File: src/rtl/scan_sequencer_if.sv
// Bundle between scan_sequencer and its controller: control inputs plus the
// select / enable-code / frame outputs that feed the 3-to-8 decoder.
interface scan_sequencer_if;
    logic       en;
    logic       run;
    logic       step;
    logic       dir;
    logic       load;
    logic [2:0] load_val;
    logic [2:0] sel;
    logic [1:0] ena;
    logic       frame;

    modport master (
        output en, run, step, dir, load, load_val,
        input  sel, ena, frame
    );

    modport slave (
        input  en, run, step, dir, load, load_val,
        output sel, ena, frame
    );
endinterface

File: src/rtl/scan_sequencer.sv
// Scans a 3-bit decoder select through positions 0..7 (free-run or single-step),
// blanking the decoder enable after every advance and pulsing frame on wrap.
module scan_sequencer #(
    parameter int unsigned DIV   = 4,
    parameter int unsigned BLANK = 1
) (
    input logic             clk,
    input logic             rst,
    scan_sequencer_if.slave bus
);
    localparam int unsigned    PW         = (DIV > 32'd1) ? $clog2(DIV) : 1;
    localparam logic [PW-1:0]  PRESC_LAST = PW'(DIV - 32'd1);
    localparam logic [7:0]     BLANK_INIT = (BLANK > 32'd0) ? 8'(BLANK - 32'd1) : 8'd0;

    typedef enum logic [1:0] {
        ST_IDLE  = 2'b00,
        ST_SHOW  = 2'b01,
        ST_BLANK = 2'b10
    } state_t;

    state_t        state_r, state_s;
    logic [PW-1:0] presc_r, presc_s;
    logic [7:0]    blank_r, blank_s;
    logic          step_prev_r;
    logic [2:0]    sel_r, sel_s;
    logic [1:0]    ena_r, ena_s;
    logic          frame_r, frame_s;
    logic          tick_s;
    logic          advance_s;

    assign tick_s = (presc_r == PRESC_LAST);

    // Next-state, position, prescaler, blank counter and frame decision.
    always_comb begin
        state_s   = state_r;
        presc_s   = presc_r;
        blank_s   = blank_r;
        sel_s     = sel_r;
        frame_s   = 1'b0;
        advance_s = 1'b0;
        if (!bus.en) begin
            state_s = ST_IDLE;
            presc_s = {PW{1'b0}};
            blank_s = 8'd0;
        end else if (bus.load) begin
            sel_s   = bus.load_val;
            presc_s = {PW{1'b0}};
            blank_s = 8'd0;
            state_s = ST_SHOW;
        end else begin
            case (state_r)
                ST_IDLE: begin
                    state_s = ST_SHOW;
                    presc_s = {PW{1'b0}};
                end
                ST_SHOW: begin
                    if (bus.run) begin
                        advance_s = tick_s;
                        if (tick_s) begin
                            presc_s = {PW{1'b0}};
                        end else begin
                            presc_s = presc_r + PW'(1'b1);
                        end
                    end else begin
                        // Step edges only count here; elsewhere they are simply dropped.
                        advance_s = bus.step & ~step_prev_r;
                        presc_s   = {PW{1'b0}};
                    end
                    if (advance_s) begin
                        if (bus.dir) begin
                            sel_s   = sel_r - 3'd1;
                            frame_s = (sel_r == 3'd0);
                        end else begin
                            sel_s   = sel_r + 3'd1;
                            frame_s = (sel_r == 3'd7);
                        end
                        if (BLANK > 32'd0) begin
                            state_s = ST_BLANK;
                            blank_s = BLANK_INIT;
                        end else begin
                            state_s = ST_SHOW;
                        end
                    end else begin
                        state_s = ST_SHOW;
                    end
                end
                ST_BLANK: begin
                    presc_s = {PW{1'b0}};
                    if (blank_r == 8'd0) begin
                        state_s = ST_SHOW;
                    end else begin
                        blank_s = blank_r - 8'd1;
                    end
                end
                default: begin
                    state_s = ST_IDLE;
                    presc_s = {PW{1'b0}};
                    blank_s = 8'd0;
                end
            endcase
        end
    end

    // Decoder enable code follows the state being entered so it is registered with it.
    always_comb begin
        case (state_s)
            ST_IDLE:  ena_s = 2'b01;
            ST_SHOW:  ena_s = 2'b10;
            ST_BLANK: ena_s = 2'b00;
            default:  ena_s = 2'b01;
        endcase
    end

    // State and output registers with synchronous reset.
    always_ff @(posedge clk) begin
        if (rst) begin
            state_r     <= ST_IDLE;
            presc_r     <= {PW{1'b0}};
            blank_r     <= 8'd0;
            step_prev_r <= 1'b0;
            sel_r       <= 3'd0;
            ena_r       <= 2'b01;
            frame_r     <= 1'b0;
        end else begin
            state_r     <= state_s;
            presc_r     <= presc_s;
            blank_r     <= blank_s;
            step_prev_r <= bus.step;
            sel_r       <= sel_s;
            ena_r       <= ena_s;
            frame_r     <= frame_s;
        end
    end

    assign bus.sel   = sel_r;
    assign bus.ena   = ena_r;
    assign bus.frame = frame_r;
endmodule
File: src/flat_wrapper.sv
// flat-port wrapper written by rule: the top's interface ports become plain ports
module scan_sequencer_flat 
#(
    parameter int unsigned DIV   = 4,
    parameter int unsigned BLANK = 1
)
  (clk, rst, bus_en, bus_run, bus_step, bus_dir, bus_load, bus_load_val, bus_sel, bus_ena, bus_frame);
  scan_sequencer_if bus_i ();
  input logic clk;
  input logic rst;
  input wire logic [$bits(bus_i.en)-1:0] bus_en;
  input wire logic [$bits(bus_i.run)-1:0] bus_run;
  input wire logic [$bits(bus_i.step)-1:0] bus_step;
  input wire logic [$bits(bus_i.dir)-1:0] bus_dir;
  input wire logic [$bits(bus_i.load)-1:0] bus_load;
  input wire logic [$bits(bus_i.load_val)-1:0] bus_load_val;
  output wire logic [$bits(bus_i.sel)-1:0] bus_sel;
  output wire logic [$bits(bus_i.ena)-1:0] bus_ena;
  output wire logic [$bits(bus_i.frame)-1:0] bus_frame;
  assign bus_i.en = bus_en;
  assign bus_i.run = bus_run;
  assign bus_i.step = bus_step;
  assign bus_i.dir = bus_dir;
  assign bus_i.load = bus_load;
  assign bus_i.load_val = bus_load_val;
  assign bus_sel = bus_i.sel;
  assign bus_ena = bus_i.ena;
  assign bus_frame = bus_i.frame;
  scan_sequencer #(.DIV(DIV), .BLANK(BLANK)) u_core (.clk(clk), .rst(rst), .bus(bus_i));
endmodule
File: config.mk
export PLATFORM = sky130hd
export DESIGN_NAME = scan_sequencer_flat
export DESIGN_NICKNAME = d
export VERILOG_FILES = /design/src/rtl/scan_sequencer_if.sv /design/src/rtl/scan_sequencer.sv /design/src/flat_wrapper.sv
export SDC_FILE = /design/constraint.sdc
export NUM_CORES = 1
export LEC_CHECK = 0
export ABC_AREA = 0
export CAP_MARGIN = 20
export CELL_PAD_IN_SITES_DETAIL_PLACEMENT = 0
export CELL_PAD_IN_SITES_GLOBAL_PLACEMENT = 2
export CORE_UTILIZATION = 32
export DETAILED_ROUTE_END_ITERATION = 10
export PLACE_DENSITY = 0.89
export RECOVER_POWER = 25
export SETUP_SLACK_MARGIN = 0.4
export SYNTH_ARGS = -nofsm -noshare
export SYNTH_HDL_FRONTEND = slang
export SYNTH_SLANG_ARGS = --single-unit
File: constraint.sdc
create_clock -name clk -period 2.53 [get_ports clk]
set_clock_uncertainty 0.05 [all_clocks]
set_input_delay 0.506 -clock clk [delete_from_list [all_inputs] [get_ports clk]]
set_output_delay 0.506 -clock clk [all_outputs]
set_load 0.02 [all_outputs]
; ---- Word level (Yosys, flattened, before mapping)
; Cells that the tools add are included.
; W data, S select, Z words.
[op_classes]
n_addsub = 4
eq_ne = 8
n_mux = 18
bitwise_logic = 7
n_reduce_logical = 10
[op_table]
columns = op, n
row1 = $pmux W8 S3, 1
row2 = $mux W8, 2
row3 = $mux W3, 4
row4 = $logic_not A8 Y1, 1
row5 = $mux W2, 4
row6 = $sub A8 B1 Y8 const B, 1
row7 = $eq A2 B2 Y1 const B, 3
row8 = $not A1 Y1, 6
row9 = $pmux W2 S3, 1
row10 = $reduce_and A3 Y1, 2
row11 = $reduce_or A6 Y1, 1
row12 = $mux W1, 5
row13 = $reduce_or A5 Y1, 1
row14 = $eq A2 B1 Y1 const B, 2
row15 = $pmux W2 S2, 1
row16 = $reduce_bool A2 Y1, 2
row17 = $add A3 B1 Y3 const B, 1
row18 = $eq A3 B3 Y1 const B, 1
row19 = $logic_not A3 Y1, 1
row20 = $reduce_or A3 Y1, 1
row21 = $sub A3 B1 Y3 const B, 1
row22 = $add A2 B1 Y2 const B, 1
row23 = $logic_not A2 Y1, 1
row24 = $ne A2 B1 Y1 const B, 1
row25 = 2 further kinds, 2
[word_totals]
register_bits = 19
in_bits = 10
out_inout_bits = 6

; ---- Logic depth before layout (Yosys ltp)
; Gate-level depths: netlist of run 1.
[depth]
ltp_word = 12
depth_mapped = 9

; ---- Worst setup path before layout of run 1
; Ideal clock, no wire load.
[synth_path]
path_kind = reg-to-reg
start = register u_core.blank_r[2]
end = register u_core.ena_r[0], in the netlist u_core.bus.ena[0]
t_arrival_ns = 1.970
t_required_ns = 2.357
setup_slack_ns = 0.386
stages_incl_launch_ff = 8
path_buffers = 1
path_cell_list = dfxtp_1 -> or4_4 -> o41ai_4 -> buf_6 -> nor2_1 -> o21ai_0 -> ha_1 -> or2_2
[synth_between]
elab_chain_cells = 7
[synth_rtl]
columns = element, line_no
row1 = start: declaration, scan_sequencer.sv:23  ; logic [7:0] blank_r, blank_s;
row2 = start signal: assignment, scan_sequencer.sv:127  ; blank_r <= blank_s;
row3 = $logic_not A8 Y1 *, scan_sequencer.sv:89  ; if (blank_r == 8'd0) begin
row4 = $mux W2 *, scan_sequencer.sv:89
row5 = $pmux W2 S3 *, scan_sequencer.sv:51  ; case (state_r)
row6 = $mux W2 *, scan_sequencer.sv:45  ; end else if (bus.load) begin
row7 = $mux W2 *, scan_sequencer.sv:41  ; if (!bus.en) begin
row8 = $eq A2 B2 Y1 or $eq A2 B1 Y1 (tied branches), scan_sequencer.sv:106  ; case (state_s)
row9 = $pmux W2 S2 *, scan_sequencer.sv:106
row10 = via u_core.ena_s[0], scan_sequencer.sv:26  ; logic [1:0] ena_r, ena_s;
row11 = end signal: assignment, scan_sequencer.sv:130  ; ena_r <= ena_s;
row12 = end: declaration, scan_sequencer.sv:26
; The timed path passes the listed nets; every way through them passes the cells marked *.
; A chain may end at the register's enable or synchronous reset.

; ---- Final worst setup path of run 1
[layout_path]
start = register u_core.blank_r[3]
end = register u_core.ena_r[0], in the netlist u_core.bus.ena[0]
[layout_between]
elab_chain_cells = 7
[layout_rtl]
columns = element, line_no
row1 = $logic_not A8 Y1 *, scan_sequencer.sv:89
row2 = $mux W2 *, scan_sequencer.sv:89
row3 = $pmux W2 S3 *, scan_sequencer.sv:51
row4 = $mux W2 *, scan_sequencer.sv:45
row5 = $mux W2 *, scan_sequencer.sv:41
row6 = via u_core.state_s[0], scan_sequencer.sv:21  ; state_t state_r, state_s;
row7 = $eq A2 B2 Y1 or $eq A2 B1 Y1 (tied branches), scan_sequencer.sv:106
row8 = $pmux W2 S2 *, scan_sequencer.sv:106
row9 = via u_core.ena_s[0], scan_sequencer.sv:26
; Marks and branches as above.

==> results.ini, run 1 <==
[yosys]
synth_edf_count=0
ys_seq_area_share_pct=37.1
synth_top_area_share_pct=37.1
async_flop_share_pct=0
synthFlopType=dfxtp_1
synth_cell_types=39
yosysWarnings=0
synth_nets=126
yosys.area.top_type=dfxtp_1
netlist_area_mm2=0.00103
synth_cells=112
synth_area_leaders=dfxtp_1 37%, mux2i_1 6.8%, nand3b_1 4.4%
avgSynthCellArea_um2=9.16
synth_seq_cells=19

[clock_network]
cts_tree=yes
cts.sinks=19
clock_latency_ns=0.29
numCtsBuffers=3
cts_root_buffer=clkbuf_4
clk_pin_slew_ns=0.11
cts_max_path_buffers=2
cts-htree-levels=1
postCtsHoldBufs=0

[routing]
wirelength_mm=2.17
first_iter_violations=13
drt_pass1_iterations=4
wl_per_cell_um=12.0
num_vias=894
ant_nets=0
avgViaCountPerCell=4.97
drc=0

[placement]
dp.cells=174
gp_congestion=0.723
portBuffers=15
postPlaceCellArea_mm2=0.00128
dp_hpwl_mm=1.58

[global_routing]
grt_max_degree=11
grt_pass1_wl_mm=3.69
grt_use_met3_pct=1.32
antenna_found_initial=0
grt_use_total_pct=13.9
use_met2_pct=23.6
grt_overflow=0
grtUsageMet1_pct=17.9
grt.busiest_layer=met2
grt_pass1_vias=863

[timing]
final.min_clock_period_ns=2.12
finalCritPeriodShare_pct=83.9
hold_viol=0
setup_viol=0
worst_pin_slew_ns=0.417
drv_slew=0
tns_ns=0
slew_headroom_pct=72.1
max_freq_ghz=0.471
rsz0062_at_grt=true

[min_path]
hold_class=flip-flop to flip-flop

[final_layout]
layout_common_cells=17 x dfxtp_1, 12 x clkdlybuf4s50_1, 10 x buf_4
fin_util_pct=43.6
layout_commonest_cell=dfxtp_1
syn_to_final_growth_pct=29.8
layout.nets=151
final_cells=180
nFillCells=328
diodes=0
layout-drive-gt1-share_pct=16.2
stdcell_area_mm2=0.00133

[floorplanning]
die_x_um=58.6
ios=16
die_h_um=58.6
initial_core_util_pct=33.6
core_mm2=0.00305
dieArea_mm2=0.00344
fp-row-count=20

[outcome]
status=completed

[setup_path]
required_ns=2.68
worstSetupEndpointType=flip-flop
start_kind=flip-flop
cp.arrival_ns=2.27
worst-path-max-fanout=3
crit_type=flip-flop to flip-flop

[power_and_ir_drop]
power.density_mw_per_mm2=414
p_leak_uw=0.000508
vdd.ir_drop.worst_mv=0.202
power_uw=552

[job]
maxCapViolations=0

what timing repair did:
action,4_1_cts,5_1_grt
setup buffers,2,0
setup endpoints to repair,1,4
gates resized for setup,1,4
pin swaps,3,0
gates cloned,0,0
Yosys cell counts, types with 2 or more instances:
master,number
dfxtp_1,19
inv_1,8
nand3_1,8
nor2_1,8
mux2i_1,7
nor2b_1,7
nand3b_1,6
a21oi_1,4
clkbuf_1,3
ha_1,3
or4_1,3
a2111oi_0,2
a211oi_1,2
nand2_1,2
nor3b_1,2
o21a_1,2
o21ai_0,2
o31ai_1,2
or3_1,2
where the power goes:
group	leakage [uW]	internal, uW	switching (uW)
Sequential	0.000156	306	6.26
Clock	0.0000150	61.3	92.8
Combinational	0.000337	45.7	39.1
flip-flops by register name, indices dropped and copies added (netlist names):
| name | count |
|---|---|
| u_core.blank_r | 8 |
| u_core.bus.sel | 3 |
| u_core.bus.ena | 2 |
| u_core.presc_r | 2 |
| u_core.state_r | 2 |
| u_core.bus.frame | 1 |
| u_core.step_prev_r | 1 |
final cells by class:
class	instances	area [um^2]	share of cell area, %
timing repair buffer	26	229	17.2
multi-input combinational	79	608	45.7
clock buffer	4	26.3	1.97
inverter	8	30.0	2.26
tap	44	55.1	4.14
sequential	19	383	28.8
stage by stage:
stage               setup slack [ns]  hold slack (ns)
floorplan                      0.396            0.349
global placement               0.123            0.359
detailed placement            0.0787            0.366
CTS                            0.404            0.382
global route                   0.340            0.413
finish                         0.408            0.377
metal layers:
metal	up-vias	routed length, um	share of wire, %
met5	-	0	0
met4	0	14	0.65
met3	2	45	2.1
met2	8	1020	47
met1	428	1090	50
li1	456	-	-
critical path, cell delays in order (launching register included):
cell and delay (ns):
dfxtp_2 0.34, or4_4 0.55, o41ai_4 0.34, a21oi_1 0.16, nor2b_1 0.14, ha_1 0.23
or2_4 0.22
cell families after synthesis:
kind of cell    share of synthesized area (%)
simple gates                             25.5
compound gates                           18.2
flops                                    37.1
buf+inv                                  5.97
mux                                      6.83
fa+ha+maj                                5.61
xor+xnor                                0.854
path summary, 6_finish.rpt:
check                                                    start                      endpoint  slack [ns]  cells past startpoint
worst max-delay path            u_core.blank_r[3]$_SDFFE_PP0P_  u_core.bus.ena[0]$_SDFF_PP1_        0.41                      6
worst min-delay path              u_core.presc_r[0]$_SDFF_PP0_  u_core.presc_r[0]$_SDFF_PP0_        0.38                      1
worst max register to register  u_core.blank_r[3]$_SDFFE_PP0P_  u_core.bus.ena[0]$_SDFF_PP1_        0.41                      6
worst min register to register    u_core.presc_r[0]$_SDFF_PP0_  u_core.presc_r[0]$_SDFF_PP0_        0.38                      1
No activity file was read; power rests on OpenSTA's default activity.
==> inputs of run 2 (changes only) <==
- CORE_UTILIZATION: 32 -> 28
- PLACE_DENSITY: 0.89 -> 0.83
- clock period: 2.53 -> 1.9 ns (I/O delays scaled with it)
==> run 2 against run 1 <==
  * The flow now finishes with violations (setup timing)
  * Cell count grew 8.9%
  * Wire length increased by 12%
  * Die area rose by 14%
  * Combinational power increased by 52%
  * Global-route usage fell by 0.87 points
  * Clock power rose by 35%
  * Sequential power grew 33%
  * Register-to-register slack lost 0.54 ns
  * Core utilization up 1.9 points
  * Maximum frequency up 4.5%
  * Flip-flop and latch count unchanged
  * Critical path type unchanged
  * Largest cell class unchanged
  * Highest routed layer unchanged
==> results.ini, run 2 (synthesized netlist as in run 1, its figures left out) <==
[outcome]
status=finished with violations
violations=setup timing

[global_routing]
grt_use_total_pct=13.0  ; -0.87 points
use_met2_pct=24.5  ; +0.81 points
grtUsageMet1_pct=14.2  ; -3.7 points
grt.busiest_layer=met2
antenna_found_initial=0  ; unchanged
grt_overflow=0  ; unchanged
grt_pass1_wl_mm=4.09  ; +11%
grt_use_met3_pct=3.65  ; +2.3 points
grt_max_degree=16  ; +5
grt_pass1_vias=932  ; +8.0%

[final_layout]
diodes=0  ; unchanged
syn_to_final_growth_pct=51.6
top_register=u_core.blank_r
fin_util_pct=45.5  ; +1.9 points
layout.nets=165  ; +9.3%
multi_input_area_um2=679  ; +12%
seq_area_um2=395  ; +3.3%
layout_common_cells=19 x buf_4, 11 x dfxtp_1, 8 x nand3_1
nFillCells=358  ; +9.1%
layout_commonest_cell=buf_4
stdcell_area_mm2=0.00156  ; +17%
layout-drive-gt1-share_pct=35.3  ; +19 points
largest_reg_flops=8  ; unchanged

[timing]
whs_ns=0.347  ; -0.0303 ns
setup_slack_ns=-0.130  ; -0.538 ns
worst_pin_slew_ns=0.397  ; -0.0200 ns
hold_viol=0  ; unchanged
final.min_clock_period_ns=2.03  ; -0.0922 ns
slew_headroom_pct=73.5  ; +1.4 points
max_freq_ghz=0.493  ; +4.5%
drv_slew=0  ; unchanged
setup_viol=4  ; +4
finalCritPeriodShare_pct=107  ; +23 points
rsz0062_at_grt=true

[clock_network]
cts_max_path_buffers=2  ; unchanged
cts_tree=yes
clock_latency_ns=0.30  ; about the same
numCtsBuffers=3  ; unchanged
clk_pin_slew_ns=0.11  ; about the same
cts.sinks=19  ; unchanged
cts_root_buffer=clkbuf_4
cts-htree-levels=1  ; unchanged
postCtsHoldBufs=0  ; unchanged

[floorplanning]
ios=16  ; unchanged
die_x_um=62.5  ; +6.7%
core_mm2=0.00342  ; +12%
initial_core_util_pct=30.0  ; -3.6 points
die_h_um=62.5  ; +6.7%
dieArea_mm2=0.00391  ; +14%
fp-row-count=21  ; +5.0%

[routing]
drc=0  ; unchanged
num_vias=947  ; +5.9%
ant_nets=0  ; unchanged
first_iter_violations=38  ; +25
avgViaCountPerCell=4.83  ; -2.7%
wl_per_cell_um=12.4  ; +3.2%
drt_pass1_iterations=4  ; unchanged
wirelength_mm=2.43  ; +12%

[setup_path]
crit_type=flip-flop to flip-flop
worst-path-max-fanout=3  ; unchanged
cp.arrival_ns=2.18  ; -0.09 ns
slowest_stage=or4_4
required_ns=2.05  ; -0.63 ns
cp_num_buf_inv=1  ; +1
cp_slowest_stage_delay_ns=0.55  ; about the same
path_delay_family=simple AND/OR/NAND/NOR gates
start_kind=flip-flop
worstSetupEndpointType=flip-flop
worstPathCellList=or4_4 > o41ai_4 > buf_4 > nor2_4 > o21ai_2 > ha_1 > or2_4

[job]
maxCapViolations=0  ; unchanged

[placement]
portBuffers=15  ; unchanged
pre_cts_slack_ns=-0.394  ; -0.473 ns
dp_hpwl_mm=1.79  ; +13%
postPlaceCellArea_mm2=0.00139  ; +8.6%
gp_congestion=0.709  ; -1.9%

[power_and_ir_drop]
vdd.ir_drop.worst_mv=0.338  ; +67%
power_uw=754  ; +37%
power.density_mw_per_mm2=485  ; +17%
p_leak_uw=0.000637  ; +26%

[min_path]
hold_class=primary input to flip-flop

run 2: per-layer routing:
metal	vias up	routed length, um
met2	16	1250
met3	2	77
met1	444	1090
li1	485	-
met5	-	0
met4	0	13
run 2: worst paths after layout:
path | start | end | slack [ns] | cells past startpoint
worst max-delay path | u_core.blank_r[2]$_SDFFE_PP0P_ | u_core.bus.ena[0]$_SDFF_PP1_ | -0.13 | 7
worst min register to register | u_core.presc_r[0]$_SDFF_PP0_ | u_core.presc_r[0]$_SDFF_PP0_ | 0.39 | 1
worst max register to register | u_core.blank_r[2]$_SDFFE_PP0P_ | u_core.bus.ena[0]$_SDFF_PP1_ | -0.13 | 7
worst min-delay path | bus_step | u_core.step_prev_r$_SDFF_PP0_ | 0.35 | 2
run 2: layout make-up:
| type | count | share of cell area (%) |
|---|---|---|
| inverter | 8 | 2.09 |
| clock buffer | 4 | 1.69 |
| timing repair buffer | 40 | 23.4 |
| sequential | 19 | 25.4 |
| tap | 46 | 3.70 |
| multi-input combinational | 79 | 43.7 |
run 2: power by group:
group	switching [uW]	internal [uW]
clock	126	81.6
sequential	9.55	407
combinational	60.5	68.9
total	196	558
run 2: through the flow:
| stage | setup TNS, ns | instances |
|---|---|---|
| 4_1_cts | -0.281 | 192 |
| 3_5_place_dp | -2.55 | 187 |
| 3_3_place_gp | -2.26 | 187 |
| 2_1_floorplan | -0.234 | 112 |
| 6_report | -0.347 | 196 |
| 5_1_grt | -1.00 | 196 |
run 2: repair_timing:
action	in CTS	in global routing
buffers inserted	1	4
pin swaps	3	6
endpoints found under the setup margin	22	19
gates resized for setup	17	23
==> inputs of run 3 (changes only) <==
- ABC_AREA: 0 -> default
- GPL_TIMING_DRIVEN: default -> 0
==> run 3 against run 2 <==
  * The flow still finishes with violations (setup timing)
  * Largest cell class unchanged
  * Critical path depth unchanged
  * Via count is the same
  * Combinational power is 5% lower
  * Maximum frequency down 5.9%
  * Hold slack worse by 0.076 ns
  * Highest routed layer unchanged
==> results.ini, run 3 (synthesized netlist as in run 1, its figures left out) <==
[placement]
gp_congestion=0.751  ; +5.9%
portBuffers=13  ; -2
dp_hpwl_mm=1.63  ; -8.8%
dp.cells=171  ; -8.6%

[timing]
hold_viol=0  ; unchanged
tns_ns=-1.42  ; -1.07 ns
setup_slack_ns=-0.257  ; -0.127 ns
drv_slew=0  ; unchanged
worst_pin_slew_ns=0.642  ; +0.244 ns
whs_ns=0.271  ; -0.0760 ns
slew_headroom_pct=56.1  ; -17 points
setup_viol=8  ; +4
finalCritPeriodShare_pct=114  ; +6.7 points
final.min_clock_period_ns=2.16  ; +0.127 ns
max_freq_ghz=0.464  ; -5.9%
rsz0062_at_grt=true

[setup_path]
cp_slowest_stage_delay_ns=0.55  ; about the same
worstSetupEndpointType=flip-flop
reg2reg_from=u_core.blank_r[3]$_SDFFE_PP0P_
worstPathCellList=or4_4 > o41ai_4 > buf_6 > a21oi_4 > nor2b_1 > ha_1 > or2_4
start_kind=flip-flop
path_delay_family=simple AND/OR/NAND/NOR gates
slowest_stage=or4_4
reg2reg_slack_ns=-0.26  ; -0.13 ns
cp.depth=7  ; unchanged
startpoint=u_core.blank_r[3]$_SDFFE_PP0P_
crit_type=flip-flop to flip-flop
r2r_end=u_core.bus.ena[0]$_SDFF_PP1_
rr_worst_depth=7  ; unchanged
cp.arrival_ns=2.31  ; +0.13 ns
worst-path-max-fanout=3  ; unchanged
required_ns=2.05  ; about the same
cp_num_buf_inv=1  ; unchanged
crit_path_end=u_core.bus.ena[0]$_SDFF_PP1_

[routing]
wl_per_cell_um=13.5  ; +8.7%
avgViaCountPerCell=4.96  ; +2.6%
num_vias=947  ; unchanged
ant_nets=0  ; unchanged
first_iter_violations=32  ; -16%
drc=0  ; unchanged
drt_pass1_iterations=4  ; unchanged
wirelength_mm=2.58  ; +5.9%

[final_layout]
layout_commonest_cell=buf_4
final_cells=191  ; -2.6%
layout.nets=160  ; -3.0%
layout-drive-gt1-share_pct=42.8  ; +7.4 points
largest_reg_flops=8  ; unchanged
diodes=0  ; unchanged
layout_common_cells=14 x buf_4, 10 x dfxtp_1
top_register=u_core.blank_r
syn_to_final_growth_pct=52.0

[power_and_ir_drop]
internal_power_uw=549  ; -1.6%
pwr-share-comb_pct=16.1  ; -1.1 points
vdd.ir_drop.worst_mv=0.183  ; -46%
p_leak_uw=0.000612  ; -4.0%
power_frac_clock_pct=29.1  ; +1.6 points
power.density_mw_per_mm2=488  ; +0.78%
power.net_switching_uw=213  ; +8.6%
swShare_pct=28.0  ; +2.0 points
power_frac_seq_pct=54.9  ; -0.4 points

[floorplanning]
dieArea_mm2=0.00391  ; unchanged
ios=16  ; unchanged
fp-row-count=21  ; unchanged
die_h_um=62.5  ; unchanged
initial_core_util_pct=30.0  ; unchanged
core_mm2=0.00342  ; unchanged
die_x_um=62.5  ; unchanged

[global_routing]
grt_overflow=0  ; unchanged
grt_pass1_wl_mm=4.13  ; +0.86%
grt_pass1_vias=898  ; -3.6%
antenna_found_initial=0  ; unchanged
grt_max_degree=12  ; -4
grt_use_total_pct=13.5  ; +0.43 points

[job]
maxCapViolations=0  ; unchanged

[clock_network]
clock_latency_ns=0.32  ; +0.02 ns
cts_root_buffer=clkbuf_4
cts.sinks=19  ; unchanged
clk_pin_slew_ns=0.13  ; +0.02 ns
cts_max_path_buffers=2  ; unchanged
cts_tree=yes
postCtsHoldBufs=0  ; unchanged
numCtsBuffers=3  ; unchanged
cts-htree-levels=1  ; unchanged

[min_path]
hold_class=primary input to flip-flop

[outcome]
violations=setup timing
status=finished with violations

==> run 3: layer usage <==
| metal | part of all wire (%) | global-route usage [%] | wire [um] |
|---|---|---|---|
| met5 | 0 | 0 | 0 |
| met1 | 44 | 16.4 | 1140 |
| met3 | 3.0 | 1.64 | 78 |
| met2 | 50 | 23.5 | 1300 |
| met4 | 2.2 | 6.10 | 57 |
==> run 3: cell type report <==
cell class | count | area (um^2)
plain buffers | 6 | 42.5
clock buffers | 3 | 22.5
clock inverters | 1 | 5.00
fillers | 355 | 1860
inverters | 8 | 32.5
multi-input cells | 79 | 744
flip-flops and latches | 19 | 397
well taps | 46 | 57.6
repair buffers | 29 | 258
==> run 3: timing repair <==
action,CTS,global route
hold endpoints to repair,0,0
resized for setup,33,31
buffers inserted,5,11
endpoints found under the setup margin,24,16
gates cloned,0,0
pin swaps,10,9
==> run 3: through the flow <==
step           total power, uW  area, um^2  worst slack, ns  utilization, %
5_1_grt                    804        1560           -0.341            45.6
2_1_floorplan              486        1050           -0.234               -
3_3_place_gp               528        1240           -0.544            36.3
3_5_place_dp               529        1240           -0.562            36.3
6_report                   761        1560           -0.257            45.6
4_1_cts                    752        1360           -0.220            39.9
==> run 3: how the worst min path moves through the flow <==
stage,from,end,depth (start not counted)
floorplan,u_core.presc_r[0]$_SDFF_PP0_,u_core.presc_r[0]$_SDFF_PP0_,1
global placement,u_core.presc_r[0]$_SDFF_PP0_,u_core.presc_r[0]$_SDFF_PP0_,1
detailed placement,u_core.presc_r[0]$_SDFF_PP0_,u_core.presc_r[0]$_SDFF_PP0_,1
CTS,u_core.presc_r[0]$_SDFF_PP0_,u_core.presc_r[0]$_SDFF_PP0_,1
global route,bus_step,u_core.step_prev_r$_SDFF_PP0_,2
finish,bus_step,u_core.step_prev_r$_SDFF_PP0_,2
==> run 3: power by group through the flow <==
stage,Combinational [uW],Clock [uW],Sequential (uW)
3_5_place_dp,105,0,425
6_report,122,221,418
4_1_cts,107,228,416
2_1_floorplan,54.6,0,431
5_1_grt,134,251,420
3_3_place_gp,104,0,424
==> run 3: worst register-to-register path, stage by stage, from the launching register on <==
cell and delay, ns:
dfxtp_2 0.35, or4_4 0.55, o41ai_4 0.29, buf_6 0.18
a21oi_4 0.05, nor2b_1 0.13, ha_1 0.23, or2_4 0.22
